--- config.mk ---
export PLATFORM = sky130hd
export DESIGN_NAME = imem_loader_flat
export DESIGN_NICKNAME = d
export VERILOG_FILES = /design/src/rtl/imem_loader_if.sv /design/src/rtl/imem_loader.sv /design/src/flat_wrapper.sv
export SDC_FILE = /design/constraint.sdc
export NUM_CORES = 1
export LEC_CHECK = 0
export ABC_AREA = 1
export CAP_MARGIN = 25
export CORE_UTILIZATION = 43
export CTS_CLUSTER_DIAMETER = 40
export DETAILED_ROUTE_END_ITERATION = 16
export PLACE_DENSITY = 0.76
export SLEW_MARGIN = 10
export SYNTH_ARGS = -nofsm -noshare
export SYNTH_HDL_FRONTEND = slang
export SYNTH_SLANG_ARGS = --single-unit
--- constraint.sdc ---
create_clock -name clk -period 1.9 [get_ports clk]
set_input_delay 0.38 -clock clk [delete_from_list [all_inputs] [get_ports clk]]
set_output_delay 0.38 -clock clk [all_outputs]
set_load 0.005 [all_outputs]
--- src/rtl/imem_loader_if.sv ---
`default_nettype none
// ============================================================================
//  Module      : imem_loader_if
//  Description : Byte-stream handshake plus instruction-SRAM write port seen
//                by the boot-time program loader.
//                'slave' is the loader's view: it consumes the byte stream
//                and drives the SRAM write port.
//                'master' is the upstream/system view.
//  Revision    : 1.0  initial release
// ============================================================================
interface imem_loader_if;
    // Stream side
    logic        in_valid;
    logic [7:0]  in_data;
    logic        in_ready;

    // Instruction SRAM write port
    logic        mem_we;
    logic [7:0]  mem_addr;
    logic [15:0] mem_din;

    modport master (
        output in_valid,
        output in_data,
        input  in_ready,
        input  mem_we,
        input  mem_addr,
        input  mem_din
    );

    modport slave (
        input  in_valid,
        input  in_data,
        output in_ready,
        output mem_we,
        output mem_addr,
        output mem_din
    );
endinterface
`default_nettype wire

--- src/rtl/imem_loader.sv ---
`default_nettype none
// ============================================================================
//  Module      : imem_loader
//  Description : Boot-time program loader. Parses a framed byte stream
//                (sync 0xA5, length N, 2N data bytes LSB-first per word,
//                8-bit additive checksum), writes each 16-bit word into
//                instruction SRAM and holds the CPU in reset until a
//                complete, checksum-valid program has been written.
//  Revision    : 1.0  initial release
// ============================================================================
module imem_loader #(
    parameter int MEM_SIZE = 32
) (
    input  logic         clk,
    input  logic         rst,
    imem_loader_if.slave bus,
    output logic         cpu_rst,
    output logic         done,
    output logic         err,
    output logic [7:0]   word_count
);

    typedef enum logic [2:0] {
        S_IDLE  = 3'd0,
        S_LEN   = 3'd1,
        S_LO    = 3'd2,
        S_HI    = 3'd3,
        S_CSUM  = 3'd4,
        S_DONE  = 3'd5,
        S_ERROR = 3'd6
    } state_t;

    localparam logic [7:0] c_sync    = 8'hA5;
    // One extra bit so an 8-bit length can be compared against any depth.
    localparam logic [8:0] c_max_len = 9'(MEM_SIZE);

    state_t      r_state;
    state_t      w_state_nxt;

    logic [7:0]  r_len;
    logic [7:0]  r_low;
    logic [7:0]  r_csum;
    logic [7:0]  r_word_count;
    logic        r_mem_we;
    logic [7:0]  r_mem_addr;
    logic [15:0] r_mem_din;

    logic        w_in_ready;
    logic        w_accept;
    logic        w_last;
    logic        w_len_bad;
    logic        w_clr_count;
    logic        w_latch_len;
    logic        w_latch_low;
    logic        w_write;
    logic        w_csum_clr;
    logic        w_csum_add;

    // The HI byte currently on the bus completes the final word of the frame.
    assign w_last    = ((r_word_count + 8'd1) == r_len);
    assign w_len_bad = (bus.in_data == 8'd0) || ({1'b0, bus.in_data} > c_max_len);

    // State register; an asynchronous reset aborts any frame in progress.
    always_ff @(posedge clk or posedge rst) begin
        if (rst) begin
            r_state <= S_IDLE;
        end else begin
            r_state <= w_state_nxt;
        end
    end

    // Next-state decode and datapath control strobes for the accepted byte.
    always_comb begin
        w_state_nxt = r_state;
        w_in_ready  = (r_state != S_DONE);
        w_accept    = bus.in_valid && (r_state != S_DONE);
        w_clr_count = 1'b0;
        w_latch_len = 1'b0;
        w_latch_low = 1'b0;
        w_write     = 1'b0;
        w_csum_clr  = 1'b0;
        w_csum_add  = 1'b0;

        if (w_accept) begin
            unique case (r_state)
                S_IDLE: begin
                    if (bus.in_data == c_sync) begin
                        w_clr_count = 1'b1;
                        w_state_nxt = S_LEN;
                    end
                end
                S_LEN: begin
                    if (w_len_bad) begin
                        w_state_nxt = S_ERROR;
                    end else begin
                        w_latch_len = 1'b1;
                        w_csum_clr  = 1'b1;
                        w_state_nxt = S_LO;
                    end
                end
                S_LO: begin
                    w_latch_low = 1'b1;
                    w_csum_add  = 1'b1;
                    w_state_nxt = S_HI;
                end
                S_HI: begin
                    w_write     = 1'b1;
                    w_csum_add  = 1'b1;
                    w_state_nxt = w_last ? S_CSUM : S_LO;
                end
                S_CSUM: begin
                    w_state_nxt = (bus.in_data == r_csum) ? S_DONE : S_ERROR;
                end
                S_ERROR: begin
                    // Only a fresh sync byte restarts; everything else is dropped.
                    if (bus.in_data == c_sync) begin
                        w_clr_count = 1'b1;
                        w_state_nxt = S_LEN;
                    end
                end
                default: begin
                    w_state_nxt = S_IDLE;
                end
            endcase
        end
    end

    // Frame datapath: length/low-byte latches, checksum, word counter and the
    // registered SRAM write port. Address/data hold after the strobe drops.
    always_ff @(posedge clk or posedge rst) begin
        if (rst) begin
            r_len        <= 8'd0;
            r_low        <= 8'd0;
            r_csum       <= 8'd0;
            r_word_count <= 8'd0;
            r_mem_we     <= 1'b0;
            r_mem_addr   <= 8'd0;
            r_mem_din    <= 16'd0;
        end else begin
            r_mem_we <= w_write;

            if (w_latch_len) begin
                r_len <= bus.in_data;
            end

            if (w_latch_low) begin
                r_low <= bus.in_data;
            end

            // Checksum wraps naturally at 8 bits.
            if (w_csum_clr) begin
                r_csum <= 8'd0;
            end else if (w_csum_add) begin
                r_csum <= r_csum + bus.in_data;
            end

            if (w_clr_count) begin
                r_word_count <= 8'd0;
            end else if (w_write) begin
                r_word_count <= r_word_count + 8'd1;
            end

            if (w_write) begin
                r_mem_addr <= r_word_count;
                r_mem_din  <= {bus.in_data, r_low};
            end
        end
    end

    assign bus.in_ready  = w_in_ready;
    assign bus.mem_we    = r_mem_we;
    assign bus.mem_addr  = r_mem_addr;
    assign bus.mem_din   = r_mem_din;

    assign done       = (r_state == S_DONE);
    assign err        = (r_state == S_ERROR);
    // The CPU is released only once a verified program is in place.
    assign cpu_rst    = (r_state != S_DONE);
    assign word_count = r_word_count;

endmodule
`default_nettype wire

--- src/flat_wrapper.sv ---
// flat-port wrapper written by rule: the top's interface ports become plain ports
module imem_loader_flat 
#(
    parameter int MEM_SIZE = 32
)
  (clk, rst, cpu_rst, done, err, word_count, bus_in_valid, bus_in_data, bus_in_ready, bus_mem_we, bus_mem_addr, bus_mem_din);
  imem_loader_if bus_i ();
  input  logic clk;
  input  logic rst;
  output logic cpu_rst;
  output logic done;
  output logic err;
  output logic [7:0] word_count;
  input wire logic [$bits(bus_i.in_valid)-1:0] bus_in_valid;
  input wire logic [$bits(bus_i.in_data)-1:0] bus_in_data;
  output wire logic [$bits(bus_i.in_ready)-1:0] bus_in_ready;
  output wire logic [$bits(bus_i.mem_we)-1:0] bus_mem_we;
  output wire logic [$bits(bus_i.mem_addr)-1:0] bus_mem_addr;
  output wire logic [$bits(bus_i.mem_din)-1:0] bus_mem_din;
  assign bus_i.in_valid = bus_in_valid;
  assign bus_i.in_data = bus_in_data;
  assign bus_in_ready = bus_i.in_ready;
  assign bus_mem_we = bus_i.mem_we;
  assign bus_mem_addr = bus_i.mem_addr;
  assign bus_mem_din = bus_i.mem_din;
  imem_loader #(.MEM_SIZE(MEM_SIZE)) u_core (.clk(clk), .rst(rst), .bus(bus_i), .cpu_rst(cpu_rst), .done(done), .err(err), .word_count(word_count));
endmodule
# After elaboration in Yosys (flattened, before gate mapping)
# Cells that the tools add are included.
[word_totals]
regBits = 60
in_bits = 11
output_inout_bits = 37
elab_cells = 52
[classes]
add_sub_neg = 2
magnitude_cmp = 1
n_eq_ne = 11
muxes = 21
reduce_logical = 9
[op_table]
columns = ["operator", "n"]
rows = [
  ["$mux 8", 4],
  ["$eq 8x8->1", 2],
  ["$pmux 3 s5", 1],
  ["$mux 1", 12],
  ["$eq 3x3->1 const B", 3],
  ["$mux 3", 3],
  ["$add 8x1->8 const B", 1],
  ["$add 8x8->8", 1],
  ["$eq 8x8->1 const B", 1],
  ["$gt 8x6->1 const B", 1],
  ["$logic_not 8->1", 1],
  ["$eq 3x2->1 const B", 2],
  ["$reduce_bool 2->1", 2],
  ["$reduce_or 2->1", 2],
  ["$eq 3x1->1 const B", 1],
  ["$logic_not 3->1", 1],
  ["$ne 3x3->1 const B", 1],
  ["$mux 2", 1],
  ["$ne 2x1->1 const B", 1],
  ["$reduce_and 2->1", 1],
  ["$logic_and 1x1->1", 1],
  ["$logic_or 1x1->1", 1],
]

# Longest topological paths before layout
[logic_depth]
depth_word = 6
mapped_depth = 13
mapped_depth_nobuf = 13

# Worst setup path before layout
# OpenSTA, ideal clock, no wires.
[synth_path]
kind = "input-to-reg"
start = "in bus_in_data[0]"
end = "reg u_core.r_csum[6]"
setup_ns = 0.116
arrival_time_ns = 1.625
required_ns = 1.784
slack_ns = 0.159
path_stages = 10
path_cell_list = "ha_1 > inv_1 > fa_1 > o21ai_0 > a21oi_1 > nor2_1 > nor2_1 > xnor2_1 > nand2_1 > nand2_1"
[synth_between]
elab_chain_len = 6
[synth_rtl]
columns = ["item", "line_no", "text"]
rows = [
  ["start, declared", "flat_wrapper.sv:15", "input wire logic [$bits(bus_i.in_data)-1:0] bus_in_data;"],
  ["$gt 8x6->1 or $logic_not 8->1 (tied branches)", "imem_loader.sv:61", "assign w_len_bad = (bus.in_data == 8'd0) || ({1'b0, bus.in_data} > c_max_len);"],
  ["$logic_or 1x1->1", "imem_loader.sv:61", ""],
  ["$mux 1", "imem_loader.sv:93", "if (w_len_bad) begin"],
  ["$mux 1", "imem_loader.sv:85", "unique case (r_state)"],
  ["$mux 1", "imem_loader.sv:84", "if (w_accept) begin"],
  ["$mux 8 or $reduce_bool 2->1 (tied branches)", "n/a", ""],
  ["end signal, assigned", "imem_loader.sv:154", "r_csum <= r_csum + bus.in_data;"],
  ["end, declared", "imem_loader.sv:42", "logic [7:0] r_csum;"],
]
# Parallel ways exist; a longest one is shown, timed or not. The select of a mux whose other input is x is not followed.
# A chain may end at the register's enable or synchronous reset.

# Final worst setup path
[layout_path]
start = "in bus_in_data[1]"
end = "reg u_core.r_state[1]"
[layout_between]
elab_chain_len = 3
[layout_rtl]
columns = ["item", "line_no", "text"]
rows = [
  ["$eq 8x8->1 (on tied branches)", "imem_loader.sv:112, imem_loader.sv:87, imem_loader.sv:116", ""],
  ["$mux 2 or $ne 2x1->1 (tied branches)", "n/a", ""],
  ["$pmux 3 s5 or $reduce_and 2->1 (tied branches)", "n/a", ""],
  ["end signal, assigned", "imem_loader.sv:68", "r_state <= w_state_nxt;"],
  ["end, declared", "imem_loader.sv:37", "state_t r_state;"],
]
# Parallel ways exist; a longest one is shown, timed or not.

==> results_dict.tcl <==
set metrics [dict create \
    clock_tree.buffer_depth 2 \
    grt_antenna_before_repair 0 \
    syn_inst 377 \
    floorplan.die.height_um 85.6 \
    outcome "finished clean" \
    grt_overflow 0 \
    sequence_of_cells_on_the_critical_path "clkdlybuf4s50_1, buf_4, ha_1, nor2_1, nand2_1, nor3_1, nor2_1, a21oi_1, nand2_1, nand2_1, nand2_1" \
    worst_max_slew_pin_slew_ns 0.336 \
    post-dp-hpwl_mm 5.17 \
    viasPerCell 5.05 \
    timing.critical_path.to_type "flop" \
    grt_max_degree 37 \
    vias 2803 \
    crit_top_cell "sky130_fd_sc_hd__nand2_1" \
    grt_use_total 0.218 \
    number_of_distinct_standard_cells_referenced_by_the_synthesized_netlist 26 \
    cp-start-kind "input port" \
    synthMostInstantiatedCell "sky130_fd_sc_hd__nand2_1" \
    drt_iter0_markers 197 \
    clock_buffer_count_from_cts 9 \
    crit_arrival_ns 2.08 \
    cpLargestDelayFamily "simple AND/OR/NAND/NOR gates" \
    numPortBuffers 47 \
    total_leakage_power_nw 2.11 \
    layout.area.seq_um2 1500 \
    synth.area.top_cells "sky130_fd_sc_hd__dfrtp_1 50%, sky130_fd_sc_hd__nand2_1 15%, sky130_fd_sc_hd__o21ai_0 4.8%" \
    hold_path_class "in -> async" \
    die_width_um 85.6 \
    route.detailed.wl_per_inst_um 13.4 \
    synthesis.area_um2 3010 \
    critical_path_required_ns 2.13 \
    finish.net_count 490 \
    fmax_mhz 540 \
    ys.warnings.count 0 \
    ant_nets 0 \
    dp_worst_setup_slack_ns -0.419 \
    share_of_final_layout_standard_cells_stronger_than_drive_strength_1 0.189 \
    detail_route.drc_violations 0 \
    initial_utilization 0.445 \
    final_critical_path_setup_slack_ns 0.0493 \
    worst-path-max-fanout 2 \
    clock_skew_ns 0.00344 \
    core_region_area_um2 6760 \
    synth-seq-cells 60 \
    clk_root_buffer_cell "sky130_fd_sc_hd__clkbuf_8" \
    firstDrtPassIters 5 \
    post-route-cell-area_um2 4200 \
    tritoncts_clock_tree "done" \
    antenna_cells 0 \
    post_cts_hold_buffer_count 0 \
    fin_tns_setup_ns 0 \
    via_count_of_the_first_global_routing_pass 2586 \
    place_area_um2 3870 \
    grt_setup_unrepaired "yes" \
    critical_path_class "in -> reg" \
    setup_viol 0 \
    synthDominantAreaCellType "sky130_fd_sc_hd__dfrtp_1" \
    clock_tree.htree_level_count 3 \
    final.fill_count 592 \
    clk_latency_ns 0.34 \
    wl_mm 7.42 \
    cpMaxStageDelayCell "sky130_fd_sc_hd__clkdlybuf4s50_1" \
    area_growth_syn_to_layout_pct 39.7 \
    synth_async_sr_flop_share 1.00 \
    design.die.area_um2 7330 \
    report.final.slew_viol_count 0 \
    synth_flop_cell "sky130_fd_sc_hd__dfrtp_1" \
    multiInputGateArea_um2 1340 \
    crit_buf_inv 2 \
    cts.clk_slew.worst_paths_ns 0.07 \
    total_power_mw 6.55 \
    synth_area_per_cell_um2 7.98 \
    yosysTopAreaCellShare 0.499 \
    seq_area_frac_synth 0.499 \
    power_density_nw_per_um2 1560 \
    timing.max_slew.rel_slack 0.774 \
    grt_pass1_wl_mm 12.2 \
    post_synth_most_frequent_cells "122 x sky130_fd_sc_hd__nand2_1, 60 x sky130_fd_sc_hd__dfrtp_1, 38 x sky130_fd_sc_hd__inv_1, 29 x sky130_fd_sc_hd__o21ai_0, 21 x sky130_fd_sc_hd__nand3_1" \
    rows 30 \
    synth_nets 397 \
    gp_congestion 0.909 \
    synth_edf_count 0 \
    final.period_utilization 0.974 \
    cpPeakStageDelay_ns 0.45 \
    finalHoldViolations 0 \
    period_minus_slack_ns 1.85 \
    io_pins 48 \
    clkSinkCount 60 \
    max-vdd-ir-drop_mv 0.823 \
    cap_violations 0 \
]
## flip-flops by register name, summed over array words and instances (netlist names)
register             cells
u_core.bus.mem_addr      8
u_core.bus.mem_we        1
u_core.bus.mem_din      16
u_core.r_len             8
u_core.r_csum            8
u_core.word_count        8
u_core.r_low             8
u_core.r_state           3
## worst register-to-register path: stages, from the launching register on
cell,delay [ns]
sky130_fd_sc_hd__dfrtp_1,0.40
sky130_fd_sc_hd__buf_4,0.15
sky130_fd_sc_hd__nor2_2,0.17
sky130_fd_sc_hd__inv_2,0.08
sky130_fd_sc_hd__nor2_4,0.11
sky130_fd_sc_hd__nand2_2,0.20
sky130_fd_sc_hd__inv_2,0.29
sky130_fd_sc_hd__nand4_1,0.13
sky130_fd_sc_hd__o21ai_1,0.11
## layout make-up
class | instances | area share
clock inverters | 4 | 0.0226
well taps | 80 | 0.0238
repair buffers | 90 | 0.197
multi-input cells | 262 | 0.320
clock buffers | 12 | 0.0369
inverters | 47 | 0.0420
flip-flops and latches | 60 | 0.357
## where the power goes
group | leakage, nW | switching (mW) | internal [mW]
combinational | 1.21 | 1.44 | 1.49
sequential | 0.767 | 0.366 | 1.81
clock | 0.127 | 0.509 | 0.941
## metrics by stage
step	hold WS, ns	util	cells
finish	0.394	0.622	555
detailed placement	0.460	0.573	535
global route	0.414	0.622	555
CTS	0.396	0.615	555
global placement	0.456	0.573	535
floorplan	0.442	-	377
## timing repair
action / CTS / global route
pin swaps: 1 / 2
endpoints found under the setup margin: 5 / 19
resized for setup: 7 / 10
setup buffers: 4 / 0
gates cloned: 0 / 0
## cell families (layout without fill, tap and decap cells)
logic type               Yosys count  count (layout)  synth area share
AND/OR/NAND/NOR                  190             190             0.274
flip-flops                        60              60             0.499
XOR/XNOR                           6               6            0.0175
AO/OA/AOI/OAI                     57              57            0.0974
buffers and inverters             55             153            0.0716
adder cells (fa/ha/maj)            9               9            0.0400
## worst paths after layout
check                                  startpoint               endpoint  slack (ns)  cells after the start
min in group clk                  u_core.r_low[3]  u_core.bus.mem_din[3]        0.47                      2
max in group asynchronous                     rst      u_core.r_state[1]        1.29                      3
worst max register to register  u_core.r_state[2]   u_core.word_count[7]        0.18                      8
worst max-delay path               bus_in_data[1]      u_core.r_state[1]        0.05                     11
worst min register to register    u_core.r_low[3]  u_core.bus.mem_din[3]        0.47                      2
worst min-delay path                          rst  u_core.bus.mem_din[4]        0.39                      3
## placed cells by master (no fill, tap or decap), types with 6 or more instances in the layout
cell type / Yosys / final
sky130_fd_sc_hd__nand4_1: 8 / 8
sky130_fd_sc_hd__nand2_1: 122 / 122
sky130_fd_sc_hd__a21oi_1: 10 / 10
sky130_fd_sc_hd__nand3_1: 21 / 21
sky130_fd_sc_hd__buf_4: 2 / 40
sky130_fd_sc_hd__nor2_1: 17 / 15
sky130_fd_sc_hd__o21ai_1: 14 / 15
sky130_fd_sc_hd__o21ai_0: 29 / 27
sky130_fd_sc_hd__clkdlybuf4s50_1: 0 / 43
sky130_fd_sc_hd__inv_2: 9 / 10
sky130_fd_sc_hd__inv_1: 38 / 37
sky130_fd_sc_hd__dfrtp_1: 60 / 60
sky130_fd_sc_hd__clkbuf_8: 0 / 11
sky130_fd_sc_hd__ha_1: 8 / 6
## routing by layer
metal	track usage	part of all wire
met2	0.351	0.47
met4	0.105	0.027
met3	0.0443	0.041
met1	0.283	0.46
met5	0	0
Power figures use the tool's default switching activity.
